==> src/rtl/sos_decode_if.sv <==
// sos_decode_if: start/done control, Morse line and letter report of the SOS decoder
interface sos_decode_if;
  logic       start_sig;
  logic       pin_in;
  logic       done_sig;
  logic       err_sig;
  logic       letter_valid;
  logic [1:0] letter_id;
  modport master(output start_sig, pin_in, input done_sig, err_sig, letter_valid, letter_id);
  modport slave(input start_sig, pin_in, output done_sig, err_sig, letter_valid, letter_id);
endinterface

==> src/rtl/sos_decode_module.sv <==
// sos_decode_module: times marks/spaces on a Morse line, decodes letters and flags each S-O-S
module sos_decode_module #(
  parameter int T_UNIT = 5000000,
  parameter int GLITCH = T_UNIT / 4,
  parameter int CNT_W  = 26
) (
  input logic       clk,
  input logic       rst_n,
  sos_decode_if.slave bus
);
  localparam logic [1:0] ST_IDLE = 2'd0, ST_SPACE = 2'd1, ST_MARK = 2'd2;
  localparam logic [1:0] SQ_NONE = 2'd0, SQ_S = 2'd1, SQ_SO = 2'd2;
  localparam logic [1:0] LT_S = 2'd0, LT_O = 2'd1, LT_X = 2'd2;
  localparam logic [CNT_W-1:0] C_GL   = CNT_W'(GLITCH);
  localparam logic [CNT_W-1:0] C_2U   = CNT_W'(2 * T_UNIT);
  localparam logic [CNT_W-1:0] C_4U   = CNT_W'(4 * T_UNIT);
  localparam logic [CNT_W-1:0] C_5U   = CNT_W'(5 * T_UNIT);
  localparam logic [CNT_W-1:0] C_SAT  = CNT_W'(6 * T_UNIT);

  logic [1:0]       sync_q;
  logic [1:0]       state_q, state_d, seq_q, seq_d, id_q, id_d, cur_id;
  logic [CNT_W-1:0] space_q, space_d, mark_q, mark_d;
  logic [2:0]       bits_q, bits_d, sym_q, sym_d;
  logic             done_q, done_d, err_q, err_d, lv_q, lv_d, p, close;

  assign p      = sync_q[1];
  assign close  = state_q == ST_SPACE && space_q == C_2U && sym_q != 3'd0;
  assign cur_id = sym_q == 3'd3 && bits_q == 3'b000 ? LT_S :
                  sym_q == 3'd3 && bits_q == 3'b111 ? LT_O : LT_X;

  always_comb begin
    state_d = state_q;
    space_d = space_q;
    mark_d  = mark_q;
    bits_d  = bits_q;
    sym_d   = sym_q;
    seq_d   = seq_q;
    id_d    = id_q;
    done_d  = 1'b0;
    err_d   = 1'b0;
    lv_d    = 1'b0;
    case (state_q)
      ST_IDLE: if (p) begin
        state_d = ST_SPACE;
        space_d = '0;
      end
      ST_SPACE: begin
        // the letter closes before a coincident mark is taken, so that mark opens a fresh letter
        if (close) begin
          lv_d   = 1'b1;
          id_d   = cur_id;
          bits_d = '0;
          sym_d  = '0;
          done_d = seq_q == SQ_SO && cur_id == LT_S;
          seq_d  = cur_id == LT_S ? (seq_q == SQ_SO ? SQ_NONE : SQ_S) :
                   cur_id == LT_O && seq_q == SQ_S ? SQ_SO : SQ_NONE;
        end
        if (space_q == C_5U) seq_d = SQ_NONE;
        if (p) space_d = space_q == C_SAT ? space_q : space_q + 1'b1;
        else begin
          state_d = ST_MARK;
          mark_d  = CNT_W'(1);
        end
      end
      ST_MARK: if (!p) mark_d = mark_q == C_SAT ? mark_q : mark_q + 1'b1;
      else begin
        state_d = ST_SPACE;
        space_d = '0;
        if (mark_q > C_4U) begin
          err_d  = 1'b1;
          bits_d = '0;
          sym_d  = '0;
          seq_d  = SQ_NONE;
        end else if (mark_q >= C_GL) begin
          bits_d = {bits_q[1:0], mark_q >= C_2U};
          sym_d  = sym_q == 3'd7 ? sym_q : sym_q + 3'd1;
        end
      end
      default: state_d = ST_IDLE;
    endcase
  end

  always_ff @(posedge clk) begin
    sync_q <= rst_n ? {sync_q[0], bus.pin_in} : 2'b11;
    if (!rst_n || !bus.start_sig) begin
      state_q <= ST_IDLE;
      space_q <= '0;
      mark_q  <= '0;
      bits_q  <= '0;
      sym_q   <= '0;
      seq_q   <= SQ_NONE;
      id_q    <= '0;
      done_q  <= 1'b0;
      err_q   <= 1'b0;
      lv_q    <= 1'b0;
    end else begin
      state_q <= state_d;
      space_q <= space_d;
      mark_q  <= mark_d;
      bits_q  <= bits_d;
      sym_q   <= sym_d;
      seq_q   <= seq_d;
      id_q    <= id_d;
      done_q  <= done_d;
      err_q   <= err_d;
      lv_q    <= lv_d;
    end
  end

  assign bus.done_sig     = done_q;
  assign bus.err_sig      = err_q;
  assign bus.letter_valid = lv_q;
  assign bus.letter_id    = id_q;
endmodule

==> src/flat_wrapper.sv <==
// flat-port wrapper written by rule: the top's interface ports become plain ports
module sos_decode_module_flat 
#(
  parameter int T_UNIT = 5000000,
  parameter int GLITCH = T_UNIT / 4,
  parameter int CNT_W  = 26
)
  (clk, rst_n, bus_start_sig, bus_pin_in, bus_done_sig, bus_err_sig, bus_letter_valid, bus_letter_id);
  sos_decode_if bus_i ();
  input logic clk;
  input logic rst_n;
  input wire logic [$bits(bus_i.start_sig)-1:0] bus_start_sig;
  input wire logic [$bits(bus_i.pin_in)-1:0] bus_pin_in;
  output wire logic [$bits(bus_i.done_sig)-1:0] bus_done_sig;
  output wire logic [$bits(bus_i.err_sig)-1:0] bus_err_sig;
  output wire logic [$bits(bus_i.letter_valid)-1:0] bus_letter_valid;
  output wire logic [$bits(bus_i.letter_id)-1:0] bus_letter_id;
  assign bus_i.start_sig = bus_start_sig;
  assign bus_i.pin_in = bus_pin_in;
  assign bus_done_sig = bus_i.done_sig;
  assign bus_err_sig = bus_i.err_sig;
  assign bus_letter_valid = bus_i.letter_valid;
  assign bus_letter_id = bus_i.letter_id;
  sos_decode_module #(.T_UNIT(T_UNIT), .GLITCH(GLITCH), .CNT_W(CNT_W)) u_core (.clk(clk), .rst_n(rst_n), .bus(bus_i));
endmodule
==> config.mk <==
export PLATFORM = sky130hd
export DESIGN_NAME = sos_decode_module_flat
export DESIGN_NICKNAME = d
export VERILOG_FILES = /design/src/rtl/sos_decode_if.sv /design/src/rtl/sos_decode_module.sv /design/src/flat_wrapper.sv
export SDC_FILE = /design/constraint.sdc
export NUM_CORES = 1
export LEC_CHECK = 0
export CAP_MARGIN = 20
export CORE_UTILIZATION = 40
export CTS_CLUSTER_DIAMETER = 60
export DETAILED_ROUTE_END_ITERATION = 10
export GPL_TIMING_DRIVEN = 0
export REMOVE_ABC_BUFFERS = 1
export SLEW_MARGIN = 40
export SYNTH_ARGS = -nofsm -noshare
export SYNTH_HDL_FRONTEND = slang
export SYNTH_SLANG_ARGS = --single-unit
==> constraint.sdc <==
create_clock -name clk -period 3.65 [get_ports clk]
set_input_delay 0.5475 -clock clk [delete_from_list [all_inputs] [get_ports clk]]
set_output_delay 0.5475 -clock clk [all_outputs]
set_load 0.02 [all_outputs]
Word level (Yosys, flattened, before mapping)

Index checks and enable logic that the tools add are counted.

Add/sub/neg operators: 3
Muxes and demuxes: 33
$lt $le $gt $ge: 3
Eq/ne operators: 24
Reductions and logical operators: 26
Bitwise logic cells: 4

Operators by type and width:

| cell                                                   | number |
|---|---|
| 2-to-1 mux 26 bit                                      | 6 |
| one-hot mux 26 bit (2 select lines)                    | 2 |
| equality test 26 x 25 -> 1 bit (second input constant) | 3 |
| adder 26 x 1 -> 26 bit (second input constant)         | 2 |
| equality test 26 x 24 -> 1 bit (second input constant) | 1 |
| >= comparator 26 x 21 -> 1 bit (second input constant) | 1 |
| >= comparator 26 x 24 -> 1 bit (second input constant) | 1 |
| > comparator 26 x 25 -> 1 bit (second input constant)  | 1 |
| 2-to-1 mux 3 bit                                       | 8 |
| 2-to-1 mux 2 bit                                       | 10 |
| AND reduction 4 bit                                    | 4 |
| one-hot mux 3 bit (2 select lines)                     | 2 |
| inequality test 2 x 1 -> 1 bit (second input constant) | 5 |
| inequality test 2 bit (second input constant)          | 4 |
| one-hot mux 2 bit (2 select lines)                     | 2 |
| equality test 2 x 1 -> 1 bit (second input constant)   | 3 |
| equality test 3 bit (second input constant)            | 2 |
| logical AND 1 bit                                      | 6 |
| inequality test 3 x 2 -> 1 bit (second input constant) | 2 |
| OR reduction 3 bit                                     | 2 |
| AND reduction 5 bit                                    | 1 |
| equality test 2 bit (second input constant)            | 2 |
| logical NOT 2 bit                                      | 2 |
| inverter 1 bit                                         | 4 |
| other kinds (11)                                       | 17 |

Register bits after elaboration: 69
Output and inout port bits: 5
Input bits: 4

Depth between registers and ports, before layout

Gate-level depths: netlist of the first run.

Depth in word-level cells: 11
Mapped depth: 10
Mapped depth without buffers: 8

Worst setup path after synthesis of the first run

Ideal clock, no wire load.

Path kind: register to register
From: register u_core.state_q[1]
To: register u_core.space_q[10]
Stages on the path, launching flop included: 11
Setup time: 0.128 ns
Clock period less this slack: 2.140 ns
Arrival time: 2.013 ns
Data required time: 3.522 ns
Path slack: 1.510 ns
Cell sequence: dfxtp_1 inv_1 ha_1 buf_6 nor2b_1 o21ai_0 a31oi_1 o21ai_0 nand3_1 clkbuf_1 nor2_1

Longest elaborated chain between the ends: 4

RTL lines:

| what                                                                                  | line                    | text |
|---|---|---|
| from (decl)                                                                           | sos_decode_module.sv:21 | `logic [1:0] state_q, state_d, seq_q, seq_d, id_q, id_d, cur_id;` |
| from (signal assigned)                                                                | sos_decode_module.sv:97 | `state_q <= state_d;` |
| equality test 2 bit or logical NOT 2 bit (tied branches)                              | sos_decode_module.sv:42 | `case (state_q)` |
| OR reduction 2 bit (no source line)                                                   | --                      |  |
| inequality test 2 x 1 -> 1 bit (no source line) or nonzero test 2 bit (tied branches) | --                      |  |
| AND reduction 4 bit (no source line)                                                  | --                      |  |
| to (signal assigned)                                                                  | sos_decode_module.sv:98 | `space_q <= space_d;` |
| to (decl)                                                                             | sos_decode_module.sv:22 | `logic [CNT_W-1:0] space_q, space_d, mark_q, mark_d;` |

Several ways; a longest one is shown, not always the timed one.
A chain may end at the register's enable or synchronous reset.

Worst setup path after layout of the first run

From: register u_core.state_q[1]
To: register u_core.sym_q[0]

Longest elaborated chain between the ends: 5

RTL lines:

| what                                            | line                                             | text |
|---|---|---|
| equality test 2 x 1 -> 1 bit                    | sos_decode_module.sv:27, sos_decode_module.sv:42 |  |
| logical AND 1 bit (2 in a row)                  | sos_decode_module.sv:27                          | `assign close = state_q == ST_SPACE && space_q == C_2U && sym_q != 3'd0;` |
| inequality test 2 x 1 -> 1 bit (no source line) | --                                               |  |
| AND reduction 5 bit (no source line)            | --                                               |  |
| to (signal assigned)                            | sos_decode_module.sv:101                         | `sym_q <= sym_d;` |
| to (decl)                                       | sos_decode_module.sv:23                          | `logic [2:0] bits_q, bits_d, sym_q, sym_d;` |

Several ways; a longest one is shown, not always the timed one.

==> results of run 1 <==
-- cell type report --
class	instances	area [um2]	area share, %
inverter	19	71.3	1.74
timing repair buffer	8	80.1	1.96
clock inverter	6	70.1	1.71
sequential	69	1380	33.8
clock buffer	10	138	3.36
multi-input combinational	347	2210	54.1
tap	111	139	3.39
-- worst reg2reg max path: cells and delay by family (launching register included) --
kind	cells	cell delay [ns]
compound gates	2	0.78
fa+ha+maj	1	0.39
buf+inv	1	0.08
simple gates	3	0.89
flops	1	0.34
mux	1	0.30
-- layer usage --
metal  part of all wire (%)  up-vias  GRT usage, %
met1                     51     1482          23.8
met4                   0.54        0          6.56
met2                     45       50          28.6
met3                    3.8        2          4.50
met5                      0        -             0
li1                       -     1619             -
-- power by group --
group / internal (mW) / total (mW) / leakage, nW / switching, mW
Clock: 0.339 / 0.651 / 0.0955 / 0.312
Sequential: 0.755 / 0.758 / 0.556 / 0.00319
Combinational: 0.0128 / 0.0396 / 0.550 / 0.0269
Total: 1.11 / 1.45 / 1.20 / 0.342
-- per-stage QoR --
stage / hold WS [ns] / area [um2]
after floorplan: 0.386 / 3650
after global placement: 0.404 / 3870
after detailed placement: 0.411 / 3880
after CTS: 0.439 / 4090
after global routing: 0.457 / 4090
final: 0.433 / 4090
-- cells in the mapped netlist, types with 6 or more instances --
| cell type | count | area share (%) |
|---|---|---|
| a21oi_1 | 17 | 2.2 |
| and3_1 | 6 | 0.99 |
| and4_1 | 8 | 1.9 |
| clkbuf_1 | 14 | 1.4 |
| dfxtp_1 | 69 | 36 |
| ha_1 | 11 | 3.6 |
| inv_1 | 19 | 1.9 |
| nand2_1 | 35 | 3.5 |
| nand3_1 | 16 | 2.1 |
| nand4_1 | 11 | 1.8 |
| nor2_1 | 71 | 7.0 |
| nor3_1 | 15 | 2.0 |
| nor4_1 | 11 | 1.8 |
| o21ai_0 | 14 | 1.9 |
| xnor2_1 | 25 | 5.8 |
| xor2_1 | 18 | 4.2 |
-- flip-flops by register name (all words and copies together), names as in the netlist --
name and cells:
u_core.mark_q 26, u_core.space_q 26, u_core.bits_q 3, u_core.sym_q 3
u_core.bus.letter_id 2, u_core.seq_q 2, u_core.state_q 2, u_core.sync_q 2
u_core.bus.done_sig 1, u_core.bus.err_sig 1, u_core.bus.letter_valid 1
-- cell families (layout without fill, tap and decap cells) --
group,Yosys count,after routing,synth area share (%)
AO/OA/AOI/OAI,63,63,10.9
multiplexers,2,2,0.562
AND/OR/NAND/NOR,228,228,33.1
XOR/XNOR,43,43,9.95
flip-flops,69,69,36.5
buffers and inverters,39,43,5.36
adder cells (fa/ha/maj),11,11,3.64
-- worst paths after layout --
kind / startpoint / endpoint / slack (ns) / depth (start not counted)
min: u_core.sync_q[0] / u_core.sync_q[1] / 0.43 / 1
min reg2reg: u_core.sync_q[0] / u_core.sync_q[1] / 0.43 / 1
max: u_core.state_q[1] / u_core.sym_q[0] / 0.77 / 8
max reg2reg: u_core.state_q[1] / u_core.sym_q[0] / 0.77 / 8
==> impl_metrics.json, run 1 <==
{
  "tritoncts.num_buffers": 9,
  "clk_pin_slew_ns": 0.09,
  "worst_hold_path_type": "flop to flop",
  "initial_core_util_pct": 41.2,
  "postSynthAreaPerCell_um2": 8.32,
  "ant_nets": 0,
  "synth_cells": 455,
  "final_cell_mix": "71 x nor2_1, 69 x dfxtp_1, 35 x nand2_1, 25 x xnor2_1, 19 x inv_1",
  "setup_ws_ns": 0.767,
  "vias_per_cell": 5.53,
  "worst-path-max-fanout": 11,
  "slew_viol_final": 0,
  "cts_max_level": 3,
  "drc": 0,
  "clock_skew_ns": 0.0143,
  "setup.worst_path.class": "flop to flop",
  "cap_violations": 0,
  "yosys.cell_types.count": 59,
  "root_buffer": "clkbuf_8",
  "die_area_um2": 9860,
  "dieWidth_um": 99.3,
  "hold_viol_final": 0,
  "dp.cells": 554,
  "place.gp.congestion": 0.845,
  "num_rows": 35,
  "insertion_delay_ns": 0.35,
  "leakagePower_nw": 1.20,
  "synth_edf_count": 0,
  "grt_max_degree": 27,
  "setup_violations": 0,
  "place_ws_ns": 0.835,
  "status": "finished, final reports clean",
  "grt-ovfl-total": 0,
  "maxSlewHeadroom_pct": 48.2,
  "firstDrtPassIters": 4,
  "synth_area_um2": 3780,
  "power.total_mw": 1.45,
  "drive_gt1_share_pct": 6.75,
  "core_region_area_um2": 9200,
  "max_stage_delay_ns": 0.62,
  "peakVddDrop_mv": 0.222,
  "fillers": 940,
  "grt_use_total_pct": 18.1,
  "slowest_stage": "a2111oi_0",
  "critPathCaptureType": "flop",
  "diodes": 0,
  "finalSetupTns_ns": 0,
  "tightestPinTransition_ns": 0.766,
  "final_util_pct": 44.5,
  "die_h_um": 99.3,
  "crit_family": "simple AND/OR/NAND/NOR gates",
  "cp.required_ns": 3.88,
  "final_common_cell": "nor2_1",
  "drt-initial-drc-count": 139,
  "ys_seq_elements": 69,
  "fin_cells": 570,
  "start_kind": "flop",
  "cts_sinks": 69,
  "arrival_ns": 3.11,
  "clock_path_buffers": 2,
  "grt_pass1_wl_um": 14400,
  "post-route-min-period_ns": 2.88,
  "port_buffers": 8,
  "synthArstFlopShare_pct": 0,
  "cts_hold_buf": 0,
  "io_pins": 9,
  "num_vias": 3153,
  "powerDensity_nw_per_um2": 354,
  "drt-wirelength-per-cell_um": 14.5,
  "rsz0062_at_grt": "false",
  "dp_hpwl_um": 5890,
  "worstPathCellList": "inv_1 > ha_1 > nand3b_1 > nor4_1 > nand4_1 > a2111oi_0 > a311oi_1 > mux2_2",
  "ys_seq_area_share_pct": 36.5,
  "ys_warn_count": 0,
  "nNetsFinal": 469,
  "cts_resized": 0,
  "cts_tree": "built",
  "synth_ff_type": "dfxtp_1",
  "finalCritPeriodShare_pct": 79.0,
  "grt_pass1_vias": 3031,
  "wl_um": 8260,
  "max_clock_freq_mhz": 347,
  "areaGrowthSynthToFinish_pct": 8.13,
  "postCtsSetupBuffers": 0,
  "crit_buf_inv": 1,
  "antenna_found_initial": 0
}
(Power assumes the default switching activity.)
==> inputs of run 2 (changes only) <==
Clock period 3.65 ns to 2.6 ns, I/O delays scaled along.
==> run 2 against run 1 <==
  * Count of clock-buffer cells in the layout did not move
  * Final cell count rose by 0.53%
  * Global-route usage rose by 0.15 points
  * Fmax rose by 19%
  * First-iteration DRC count rose by 5.8%
  * Die area did not move
  * Wire length rose by 1.0%
  * Non-clock buffer count rose by 3
  * Flip-flop and latch count did not move
  * Critical endpoint is now u_core.mark_q[25]
  * Highest routed layer unchanged
==> impl_metrics.json, run 2 (synthesized netlist as in run 1, its figures left out) <==
{
  "status": "finished, final reports clean",
  "die_area_um2": 9860,
  "dp_hpwl_um": 5890,
  "peakVddDrop_mv": 0.311,
  "cp.required_ns": 2.87,
  "cts_max_level": 3,
  "dieWidth_um": 99.3,
  "maxSlewHeadroom_pct": 56.1,
  "grt_most_used_layer": "met2",
  "drt-wirelength-per-cell_um": 14.6,
  "hold_slack_ns": 0.433,
  "drt-initial-drc-count": 147,
  "vias_per_cell": 5.59,
  "drive_gt1_share_pct": 8.66,
  "arrival_ns": 2.69,
  "cap_violations": 0,
  "place_ws_ns": -0.215,
  "powerDensity_nw_per_um2": 491,
  "whs_path_depth": 1,
  "hold_viol_final": 0,
  "tightestPinTransition_ns": 0.649,
  "num_vias": 3202,
  "critPathCaptureType": "flop",
  "diodes": 0,
  "grt_use_total_pct": 18.2,
  "worst-path-max-fanout": 10,
  "post-route-min-period_ns": 2.42,
  "port_buffers": 8,
  "tritoncts.num_buffers": 9,
  "swShare_pct": 23.8,
  "num_rows": 35,
  "ant_nets": 0,
  "setup_ws_ns": 0.183,
  "clk_pin_slew_ns": 0.09,
  "start_kind": "flop",
  "antenna_found_initial": 0,
  "clock_skew_ns": 0.0152,
  "firstDrtPassIters": 4,
  "rr_worst_depth": 8,
  "setup_violations": 0,
  "finalSetupTns_ns": 0,
  "wl_um": 8350,
  "fillers": 940,
  "final_cell_mix": "71 x nor2_1, 69 x dfxtp_1, 35 x nand2_1, 25 x xnor2_1, 19 x inv_1",
  "cts_hold_buf": 0,
  "grt-ovfl-total": 0,
  "leakagePower_nw": 1.22,
  "die_h_um": 99.3,
  "min_from": "u_core.sync_q[0]",
  "io_pins": 9,
  "timing.rr.start": "u_core.state_q[0]",
  "worst_hold_path_type": "flop to flop",
  "finalCritPeriodShare_pct": 92.9,
  "internal_power_mw": 1.55,
  "cts_sinks": 69,
  "areaGrowthSynthToFinish_pct": 9.75,
  "power.switching_mw": 0.486,
  "clock_path_buffers": 2,
  "insertion_delay_ns": 0.35,
  "grt_pass1_vias": 3057,
  "r2r_setup_slack_ns": 0.18,
  "slew_viol_final": 0,
  "use_met2_pct": 28.6,
  "drc": 0,
  "power_frac_comb_pct": 2.9,
  "cts_tree": "built",
  "nNetsFinal": 472,
  "fin_area_um2": 4150,
  "grt_pass1_wl_um": 14500,
  "top_regs": "u_core.mark_q x26, u_core.space_q x26",
  "max_clock_freq_mhz": 414,
  "setup.worst_path.class": "flop to flop",
  "place_area_um2": 3880,
  "initial_core_util_pct": 41.2,
  "grt_max_degree": 27,
  "core_region_area_um2": 9200,
  "clockPowerShare_pct": 45.0,
  "final_common_cell": "nor2_1",
  "root_buffer": "clkbuf_8",
  "grtUsageMet3_pct": 4.64,
  "rsz0062_at_grt": "true",
  "place.gp.congestion": 0.845,
  "pwr-share-seq_pct": 52.1,
  "hold_end": "u_core.sync_q[1]",
  "grtUsageMet1_pct": 24.1,
  "r2r-end": "u_core.mark_q[25]"
}
[run 2: changes by cell type in the layout (fill, tap and decap cells not counted), sizes merged]
cell | before | now
buf | 0 | 3
[run 2: final cells by class]
type	count	area [um2]	share of cell area, %
Clock inverter	6	70.1	1.69
Inverter	19	71.3	1.72
Clock buffer	10	138	3.31
Sequential cell	69	1380	33.3
Tap cell	111	139	3.34
Timing Repair Buffer	11	103	2.47
Multi-Input combinational cell	347	2250	54.2
[run 2: per-stage QoR]
step	std cells	util [%]	power (mW)
2_1_floorplan	435	-	1.12
3_3_place_gp	554	42.1	1.14
3_5_place_dp	554	42.2	1.14
4_1_cts	573	44.8	2.07
5_1_grt	573	45.2	2.13
6_report	573	45.2	2.04
[run 2: layer usage]
| metal | up-vias | routed length [um] |
|---|---|---|
| met1 | 1517 | 4280 |
| li1 | 1626 | - |
| met5 | - | 0 |
| met2 | 51 | 3720 |
| met3 | 8 | 258 |
| met4 | 0 | 89 |
[run 2: how the worst max path moves through the flow]
stage | start | endpoint | slack, ns | cells past startpoint
2_1_floorplan | u_core.state_q[1] | u_core.sym_q[0] | 0.38 | 8
3_3_place_gp | u_core.state_q[1] | u_core.sym_q[0] | -0.25 | 8
3_5_place_dp | u_core.state_q[1] | u_core.sym_q[0] | -0.21 | 8
4_1_cts | u_core.state_q[1] | u_core.sym_q[0] | 0.09 | 9
5_1_grt | u_core.state_q[0] | u_core.mark_q[18] | -0.02 | 8
6_report | u_core.state_q[0] | u_core.mark_q[25] | 0.18 | 8
[run 2: power by group through the flow]
| stage | clock [mW] | combinational, mW | sequential, mW |
|---|---|---|---|
| CTS | 0.948 | 0.0566 | 1.06 |
| global placement | 0 | 0.0543 | 1.09 |
| floorplan | 0 | 0.0369 | 1.09 |
| global route | 1.00 | 0.0663 | 1.06 |
| finish | 0.917 | 0.0592 | 1.06 |
| detailed placement | 0 | 0.0555 | 1.09 |
[run 2: repair_timing]
action,CTS,global route
pin swaps,1,0
setup endpoints to repair,4,36
gates resized for setup,2,7
setup buffers,3,0
cloned,0,0
[run 2: critical path: stages (launching register included)]
cell and delay [ns]:
dfxtp_1 0.39, inv_1 0.08, ha_1 0.34, nor2b_1 0.21, nand4_1 0.19, o21a_1 0.39
nand2_1 0.15, or4_1 0.42, a21oi_1 0.16
